===== src/rtl/fetch_pc_unit.sv =====
// Fetch-stage PC generator: drives f_pc, follows predictor hints, and checks every
// prediction against the EXEC resolution. Optional redirect counter: FETCH_MISPRED_CNT_EN.
module fetch_pc_unit #(
  parameter logic [31:0] RESET_PC = 32'h0000_0000,
  parameter int unsigned DEPTH    = 4
) (
  input  logic        clk,
  input  logic        rst_n,
  output logic [31:0] f_pc,
  output logic        f_valid,
  input  logic        f_ready,
  input  logic [31:0] f_predict_addr,
  input  logic        f_predict_valid,
  input  logic        x_valid,
  input  logic        x_is_branch,
  input  logic        x_taken,
  input  logic [31:0] x_target,
  output logic        x_flush,
  output logic [31:0] mispred_count
);

  localparam int unsigned PW = $clog2(DEPTH);
  localparam logic [PW:0] FULL = (PW+1)'(DEPTH);

  logic [31:0]   q_pc   [DEPTH];
  logic [31:0]   q_pred [DEPTH];
  logic [PW-1:0] head;
  logic [PW-1:0] tail;
  logic [PW:0]   count;
  logic          in_reset;
  logic [31:0]   pc;
  logic          flush_q;

  logic          accept;
  logic          pop;
  logic          mispredict;
  logic [31:0]   pred;
  logic [31:0]   actual;

  assign f_pc    = pc;
  assign x_flush = flush_q;
  assign f_valid = ~in_reset & (count != FULL);

  always_comb begin
    accept     = f_valid & f_ready;
    pred       = f_predict_valid ? f_predict_addr : pc + 32'd4;
    pop        = x_valid & (count != '0);
    actual     = (x_is_branch & x_taken) ? x_target : q_pc[head] + 32'd4;
    mispredict = pop & (actual != q_pred[head]);
  end

  // Storage carries no reset; entries are only read while count says they are live.
  always_ff @(posedge clk) begin
    if (accept & ~mispredict) begin
      q_pc[tail]   <= pc;
      q_pred[tail] <= pred;
    end
  end

  always_ff @(posedge clk) begin
    if (!rst_n) begin
      pc       <= RESET_PC;
      in_reset <= 1'b1;
      head     <= '0;
      tail     <= '0;
      count    <= '0;
      flush_q  <= 1'b0;
    end else begin
      in_reset <= 1'b0;
      flush_q  <= mispredict;
      if (mispredict) begin
        // Redirect wins over any same-cycle push: the whole queue is squashed.
        pc    <= actual;
        head  <= '0;
        tail  <= '0;
        count <= '0;
      end else begin
        if (accept) begin
          pc   <= pred;
          tail <= tail + 1'b1;
        end
        if (pop) begin
          head <= head + 1'b1;
        end
        case ({accept, pop})
          2'b10:   count <= count + 1'b1;
          2'b01:   count <= count - 1'b1;
          default: count <= count;
        endcase
      end
    end
  end

`ifdef FETCH_MISPRED_CNT_EN
  logic [31:0] cnt;

  always_ff @(posedge clk) begin
    if (!rst_n) begin
      cnt <= '0;
    end else if (mispredict && (cnt != '1)) begin
      cnt <= cnt + 32'd1;
    end
  end

  assign mispred_count = cnt;
`else
  assign mispred_count = '0;
`endif

endmodule

===== config.mk =====
export PLATFORM = sky130hd
export DESIGN_NAME = fetch_pc_unit
export DESIGN_NICKNAME = d
export VERILOG_FILES = /design/src/rtl/fetch_pc_unit.sv
export SDC_FILE = /design/constraint.sdc
export NUM_CORES = 1
export LEC_CHECK = 0
export ABC_AREA = 1
export BUFFER_PORTS_ARGS = -buffer_cell sky130_fd_sc_hd__buf_2
export CORE_ASPECT_RATIO = 0.6
export CORE_UTILIZATION = 38
export CTS_CLUSTER_DIAMETER = 40
export DETAILED_ROUTE_END_ITERATION = 12
export GPL_TIMING_DRIVEN = 0
export SETUP_SLACK_MARGIN = 0.15
export SLEW_MARGIN = 15
export SYNTH_ARGS = -nofsm -noshare
export SYNTH_HDL_FRONTEND = slang
export SYNTH_SLANG_ARGS = --single-unit

===== constraint.sdc =====
create_clock -name clk -period 7.5 [get_ports clk]
set_input_delay 0 -clock clk [delete_from_list [all_inputs] [get_ports clk]]
set_output_delay 0 -clock clk [all_outputs]
set_load 0.05 [all_outputs]

==> impl_metrics.ini, run 1 <==
[clock_tree]
cts-resized-gates = 0
clkSlewWorstSetupHoldPaths_ns = 0.06
cts_tree = built
tritoncts.num_buffers = 37
clock-sinks = 299
cts_post_setup_buffers_inserted = 0
cts.path.max_buffers = 3
cts.root.buffer_cell = sky130_fd_sc_hd__clkbuf_16
insertion_delay_ns = 0.54
cts_max_level = 2

[synthesis]
syn_inst = 1761
synth_enable_flop_cells = 256
post_synth_mux_area_share = 0.000653
synth_top_cell_area_share = 0.501
synth_xor_area_frac = 0.0114
synth_top_family_by_area = simple AND/OR/NAND/NOR gates
yosys_warnings = 0
yosys.cell_count.top_type = sky130_fd_sc_hd__nand2_1
post_synth_and_or_nand_nor_area_fraction = 0.297
syn-cell-area_um2 = 15300
synth_area_leaders = sky130_fd_sc_hd__edfxtp_1 50%, sky130_fd_sc_hd__nand2_1 15%, sky130_fd_sc_hd__nand3_1 7.1%
yosysUniqueCellTypes = 45
ys_dominant_reg_cell = sky130_fd_sc_hd__edfxtp_1
async_flop_share = 0
synth_area_per_cell_um2 = 8.71
post-synth-top-area-cell = sky130_fd_sc_hd__edfxtp_1
synth_compound_gate_area_share = 0.0562
synth-adder-area-share = 0.00702
synth_commonest_cells = 626 x sky130_fd_sc_hd__nand2_1, 256 x sky130_fd_sc_hd__edfxtp_1, 219 x sky130_fd_sc_hd__nand3_1
yosysSeqAreaShare = 0.558
synth-seq-cells = 299

[timing]
final_max_slew_viol_count = 0
finalHoldViolations = 0
setup-violations-final = 0
post-route-min-period_ns = 5.65
final.period_utilization = 0.753
rsz0062_at_grt = false
tightest_slew_ns = 1.07
timing.max_slew.rel_slack = 0.277
fin_worst_skew_ns = 0.0190
totalNegativeSetupSlack_ns = 0
max_freq_mhz = 177

[drt]
route.detailed.vias_per_inst = 5.36
iteration_count_of_the_initial_detailed_routing_pass = 8
route.vias.total = 13600
drt_iter0_markers = 1908
post_drt_wl_per_cell_um = 21.7
route.detailed.drc = 0
ant_nets = 0
wl_mm = 54.9

[placed_design]
dp_cells = 2428
place_area_um2 = 16900
io_buffer_count = 102
place.detailed.hpwl_mm = 41.4
gp_routability_congestion = 0.999

[floorplanning]
core-area_um2 = 39400
die_width_um = 261
floorplan.initialDensity = 0.389
die_area_um2 = 41200
floorplan.die.height_um = 158
top_level_ports = 137
fp-row-count = 56

[power_and_ir_drop]
power.net_switching_mw = 2.57
combinational_share_of_power = 0.361
post-layout-total-power_mw = 6.33
cell_internal_power_mw = 3.76
seq_power_share = 0.352
vdd.ir_drop.worst_uv = 169
p_sw_frac = 0.406
pwr_density_cell_nw_per_um2 = 342
static-leakage-power_nw = 7.82
clock_power_share = 0.287

[finish]
multi_input_comb_area_um2 = 5860
num-nets-final = 2065
final_layout_size_suffix_gt1_frac = 0.149
sequential_cell_area_um2 = 8550
finish.instance_area_um2 = 18500
stdcell_count = 2534
area_growth_pct = 20.9
fillers = 3832
final_core_util = 0.471
diode_count = 0

[global_routing]
grt_start_max_net_pins = 23
grt_first_pass_wirelength_mm = 79.4
first_global_vias = 12300
grt_antenna_before_repair = 0
grt.total_usage = 0.267
overflow = 0

[hold_path]
hold_path_class = primary input to flop

[setup_path]
timing.critical_path.slowest_cell_delay_ns = 0.55
reg2reg_slack_ns = 1.85
critPathRequiredTime_ns = 7.73
path_common_cell = sky130_fd_sc_hd__nand2_1
worstSetupEndpointType = flop
critPathLaunchType = flop
worstPathBufferInverterCount = 8
critical_path.top_delay_family = simple AND/OR/NAND/NOR gates
path_max_fanout = 21
crit_path_top_delay_cell = sky130_fd_sc_hd__nor2_4
crit_type = flop to flop
critPathArrivalTime_ns = 5.88

[flow_run]
drv.max_cap_violation_count = 0

[status]
run_status = finished clean
routing by layer:
layer,up-vias,GRT usage,part of all wire
met5,-,0,0
met4,0,0.0648,0.021
met3,71,0.0661,0.11
met2,719,0.373,0.40
met1,6455,0.408,0.46
li1,6337,-,-
power groups by stage:
stage | Clock (mW) | Sequential (mW) | Combinational [mW]
after global placement | 0 | 2.27 | 2.17
after floorplan | 0 | 2.36 | 1.35
after CTS | 1.84 | 2.23 | 2.25
final | 1.82 | 2.23 | 2.29
after global routing | 1.91 | 2.24 | 2.49
after detailed placement | 0 | 2.26 | 2.22
repair_timing:
action | 4_1_cts | 5_1_grt
endpoints found under the hold margin | 114 | 0
endpoints found under the setup margin | 0 | 0
hold buffers | 41 | 0
logic make-up after synthesis:
logic type / count (synthesis)
xor gates and xnor gates: 20
DFF: 299
AOI/OAI and AO/OA: 148
muxes: 1
buffers and inverters: 212
other: 1
and+or+nand+nor: 1072
adders and majority gates: 8
metrics by stage:
stage	worst slack, ns	hold slack, ns
2_1_floorplan	1.56	0.237
3_3_place_gp	-2.29	0.284
3_5_place_dp	2.03	0.283
4_1_cts	1.99	0.000118
5_1_grt	1.54	0.0214
6_report	1.85	0.0163
placed cells by master, fill, tap and decap left out, types with 3 or more instances in the layout:
cell                            instances
sky130_fd_sc_hd__nor2_1               138
sky130_fd_sc_hd__a32oi_1               14
sky130_fd_sc_hd__a21oi_1               25
sky130_fd_sc_hd__buf_12                 8
sky130_fd_sc_hd__nand3b_1              14
sky130_fd_sc_hd__nand3_2                3
sky130_fd_sc_hd__nand3_1              219
sky130_fd_sc_hd__clkbuf_1              41
sky130_fd_sc_hd__ha_1                   7
sky130_fd_sc_hd__conb_1                32
sky130_fd_sc_hd__o22ai_1               20
sky130_fd_sc_hd__buf_6                  8
sky130_fd_sc_hd__xor2_1                12
sky130_fd_sc_hd__bufinv_16              4
sky130_fd_sc_hd__edfxtp_1             256
sky130_fd_sc_hd__inv_2                  7
sky130_fd_sc_hd__buf_4                 41
sky130_fd_sc_hd__a31oi_1                5
sky130_fd_sc_hd__clkinv_1               6
sky130_fd_sc_hd__inv_1                 89
sky130_fd_sc_hd__clkbuf_16             37
sky130_fd_sc_hd__nand4_1               20
sky130_fd_sc_hd__buf_2                128
sky130_fd_sc_hd__nor2_2                 9
sky130_fd_sc_hd__dlygate4sd3_1         41
sky130_fd_sc_hd__or2_2                 20
sky130_fd_sc_hd__o21ai_1                6
sky130_fd_sc_hd__xnor2_1                8
sky130_fd_sc_hd__o21ai_0               64
sky130_fd_sc_hd__nand2_2                5
sky130_fd_sc_hd__o31ai_1                6
sky130_fd_sc_hd__inv_6                  8
sky130_fd_sc_hd__nor2_4                 7
sky130_fd_sc_hd__buf_16                 4
sky130_fd_sc_hd__o211ai_1               3
sky130_fd_sc_hd__nor3_1                 5
sky130_fd_sc_hd__nand2_1              626
sky130_fd_sc_hd__dfxtp_1               43
worst paths after layout:
| path | start | to | cells past startpoint |
|---|---|---|---|
| max | flop | q_pred[1][25] | 26 |
| min | f_predict_addr[18] | q_pred[1][18] | 3 |
| max reg2reg | flop | q_pred[1][25] | 26 |
| min reg2reg | count[0] | count[0] | 2 |
cell type report:
type,instances,share of cell area
timing repair buffer,155,0.0643
buffer,113,0.0374
sequential,299,0.461
clock buffer,43,0.0512
inverter,99,0.0203
clock inverter,22,0.0141
multi-input combinational,1281,0.316
tap,522,0.0352
registers in the layout, summed over array words and instances (netlist names), named ones only:
name      count
f_pc         32
q_pc        128
q_pred      128
head          2
count         3
tail          2
x_flush       1
in_reset      1
tightest hold or removal path: cells and delay by family:
| family | cells | cell delay [ns] |
|---|---|---|
| buffers and inverters | 1 | 0.10 |
| AOI/OAI and AO/OA | 1 | 0.22 |
| and+or+nand+nor | 1 | 0.05 |
(Power assumes the default switching activity.)
==> run 2, diff against run 1 <==
==> constraint.sdc (replaced) <==
create_clock -name clk -period 5.4 [get_ports clk]
set_input_delay 0 -clock clk [delete_from_list [all_inputs] [get_ports clk]]
set_output_delay 0 -clock clk [all_outputs]
set_load 0.05 [all_outputs]
==> run 2 against run 1 <==
Effect of this change: combinational power increased by 41%; first-iteration DRC count grew 1.2%; sequential share of layout area down 0.37 points; via count is 0.96% higher; final area is 0.82% higher; register-to-register slack worse by 1.5 ns; fmax rose by 11%; non-clock buffer count is 14 higher; critical path type unchanged; critical endpoint is now q_pc[3][22].
==> impl_metrics.ini, run 2 (same netlist as run 1, synthesis figures left out) <==
[timing]
timing.max_slew.rel_slack = 0.289
rsz0062_at_grt = false
final.period_utilization = 0.943
finalHoldViolations = 0
tightest_slew_ns = 1.05
totalNegativeSetupSlack_ns = 0
worst_slack_ns = 0.309
fin_worst_skew_ns = 0.0223
post-route-min-period_ns = 5.09
setup-violations-final = 0
max_freq_mhz = 196
final_max_slew_viol_count = 0

[floorplanning]
top_level_ports = 137
floorplan.die.height_um = 158
fp-row-count = 56
floorplan.initialDensity = 0.389
die_width_um = 261
core-area_um2 = 39400
die_area_um2 = 41200

[finish]
num-nets-final = 2079
diode_count = 0
mostFrequentLayoutCells = 624 x sky130_fd_sc_hd__nand2_1, 256 x sky130_fd_sc_hd__edfxtp_1, 219 x sky130_fd_sc_hd__nand3_1
finish.instance_area_um2 = 18700
area_growth_pct = 21.9
stdcell_count = 2548
layout.cells.most_common = sky130_fd_sc_hd__nand2_1
final_layout_size_suffix_gt1_frac = 0.157

[clock_tree]
clock-sinks = 299
tritoncts.num_buffers = 37
insertion_delay_ns = 0.54
cts_tree = built
cts.root.buffer_cell = sky130_fd_sc_hd__clkbuf_16
clkSlewWorstSetupHoldPaths_ns = 0.06
cts_max_level = 2
cts.path.max_buffers = 3

[placed_design]
dp_worst_setup_slack_ns = -0.0654
gp_routability_congestion = 0.999
dp_cells = 2428
io_buffer_count = 102
place_area_um2 = 16900
place.detailed.hpwl_mm = 41.4

[global_routing]
globalRouteMet1Util = 0.410
first_global_vias = 12400
overflow = 0
most_used_routing_layer_in_global_routing = met1
grt_start_max_net_pins = 23
grtUsageMet3 = 0.0664
grt_util_met2 = 0.375
grt_first_pass_wirelength_mm = 79.8
grt.total_usage = 0.268
grt_antenna_before_repair = 0

[setup_path]
path_max_fanout = 22
worstSetupEndpointType = flop
critPathRequiredTime_ns = 5.62
crit_type = flop to flop
critPathArrivalTime_ns = 5.31
critPathLaunchType = flop

[drt]
drt_iter0_markers = 1930
route.detailed.vias_per_inst = 5.38
iteration_count_of_the_initial_detailed_routing_pass = 8
route.vias.total = 13700
wl_mm = 55.2
route.detailed.drc = 0
post_drt_wl_per_cell_um = 21.7
ant_nets = 0

[status]
run_status = finished clean

[hold_path]
hold_path_class = primary input to flop
hold_sp = f_predict_addr[18]

[flow_run]
drv.max_cap_violation_count = 0

[power_and_ir_drop]
vdd.ir_drop.worst_uv = 240
static-leakage-power_nw = 7.91
pwr_density_cell_nw_per_um2 = 473
run 2: cell types whose count changed in the layout (fill, tap and decap cells not counted), moves of 2 or more:
| cell | previous run | this run |
|---|---|---|
| sky130_fd_sc_hd__buf_4 | 41 | 54 |
| sky130_fd_sc_hd__nand2_1 | 626 | 624 |
| sky130_fd_sc_hd__nand2_2 | 5 | 7 |
| sky130_fd_sc_hd__nand3_2 | 3 | 1 |
| sky130_fd_sc_hd__nand3_4 | 0 | 2 |
| sky130_fd_sc_hd__nor2_1 | 138 | 135 |
| sky130_fd_sc_hd__nor2_2 | 9 | 11 |
run 2: routing by layer:
layer	wire (um)	up-vias
li1	-	6376
met1	25600	6526
met2	22200	736
met3	6290	74
met4	1170	0
met5	0	-
run 2: final timing paths:
| kind | cells after the start | to | slack (ns) |
|---|---|---|---|
| max | 27 | q_pc[3][22] | 0.31 |
| min | 3 | q_pred[1][18] | 0.002 |
| max reg2reg | 27 | q_pc[3][22] | 0.31 |
| min reg2reg | 2 | count[0] | 0.48 |
run 2: where the power goes:
| group | leakage, nW | internal (mW) | switching (mW) |
|---|---|---|---|
| clock | 0.589 | 1.48 | 1.04 |
| combinational | 4.60 | 0.916 | 2.30 |
| sequential | 2.72 | 2.85 | 0.248 |
| total | 7.91 | 5.24 | 3.59 |
run 2: layout make-up:
class	instances	area (um^2)
multi-input cells	1281	5890
clock inverters	22	262
inverters	99	377
clock buffers	43	948
plain buffers	113	694
well taps	522	653
repair buffers	169	1310
flip-flops and latches	299	8550
fillers	3808	20700
run 2: critical path, cell delays in order (launching register included):
cell	delay, ns
sky130_fd_sc_hd__dfxtp_1	0.30
sky130_fd_sc_hd__buf_4	0.15
sky130_fd_sc_hd__inv_2	0.14
sky130_fd_sc_hd__buf_2	0.30
sky130_fd_sc_hd__nand2_1	0.09
sky130_fd_sc_hd__nand2_1	0.14
sky130_fd_sc_hd__ha_1	0.22
sky130_fd_sc_hd__inv_1	0.06
sky130_fd_sc_hd__nor2_2	0.23
sky130_fd_sc_hd__nand3_4	0.17
sky130_fd_sc_hd__nor2_4	0.25
sky130_fd_sc_hd__buf_4	0.16
sky130_fd_sc_hd__nand2_1	0.04
sky130_fd_sc_hd__nand2_1	0.06
sky130_fd_sc_hd__nand3_1	0.16
sky130_fd_sc_hd__nand3b_1	0.17
sky130_fd_sc_hd__nand2_1	0.11
sky130_fd_sc_hd__a21oi_1	0.13
sky130_fd_sc_hd__nand2_1	0.15
sky130_fd_sc_hd__nor2_2	0.17
sky130_fd_sc_hd__nand3_4	0.16
sky130_fd_sc_hd__nand2_2	0.14
sky130_fd_sc_hd__buf_6	0.19
sky130_fd_sc_hd__buf_6	0.20
sky130_fd_sc_hd__nand2_2	0.18
sky130_fd_sc_hd__nor2_4	0.22
sky130_fd_sc_hd__buf_12	0.20
sky130_fd_sc_hd__buf_12	0.21
run 2: through the flow:
stage / hold slack [ns] / util / power (mW)
3_3_place_gp: 0.284 / 0.422 / 6.17
3_5_place_dp: 0.283 / 0.429 / 6.22
5_1_grt: 0.0214 / 0.474 / 9.26
4_1_cts: 0.000118 / 0.473 / 8.79
2_1_floorplan: 0.237 / - / 5.16
6_report: 0.00188 / 0.474 / 8.83
run 2: timing repair:
action / in CTS / in global routing
hold buffers: 41 / 0
hold endpoints to repair: 114 / 0
pin swaps: 2 / 2
resized for setup: 0 / 10
endpoints found under the setup margin: 151 / 256
buffers inserted: 11 / 3
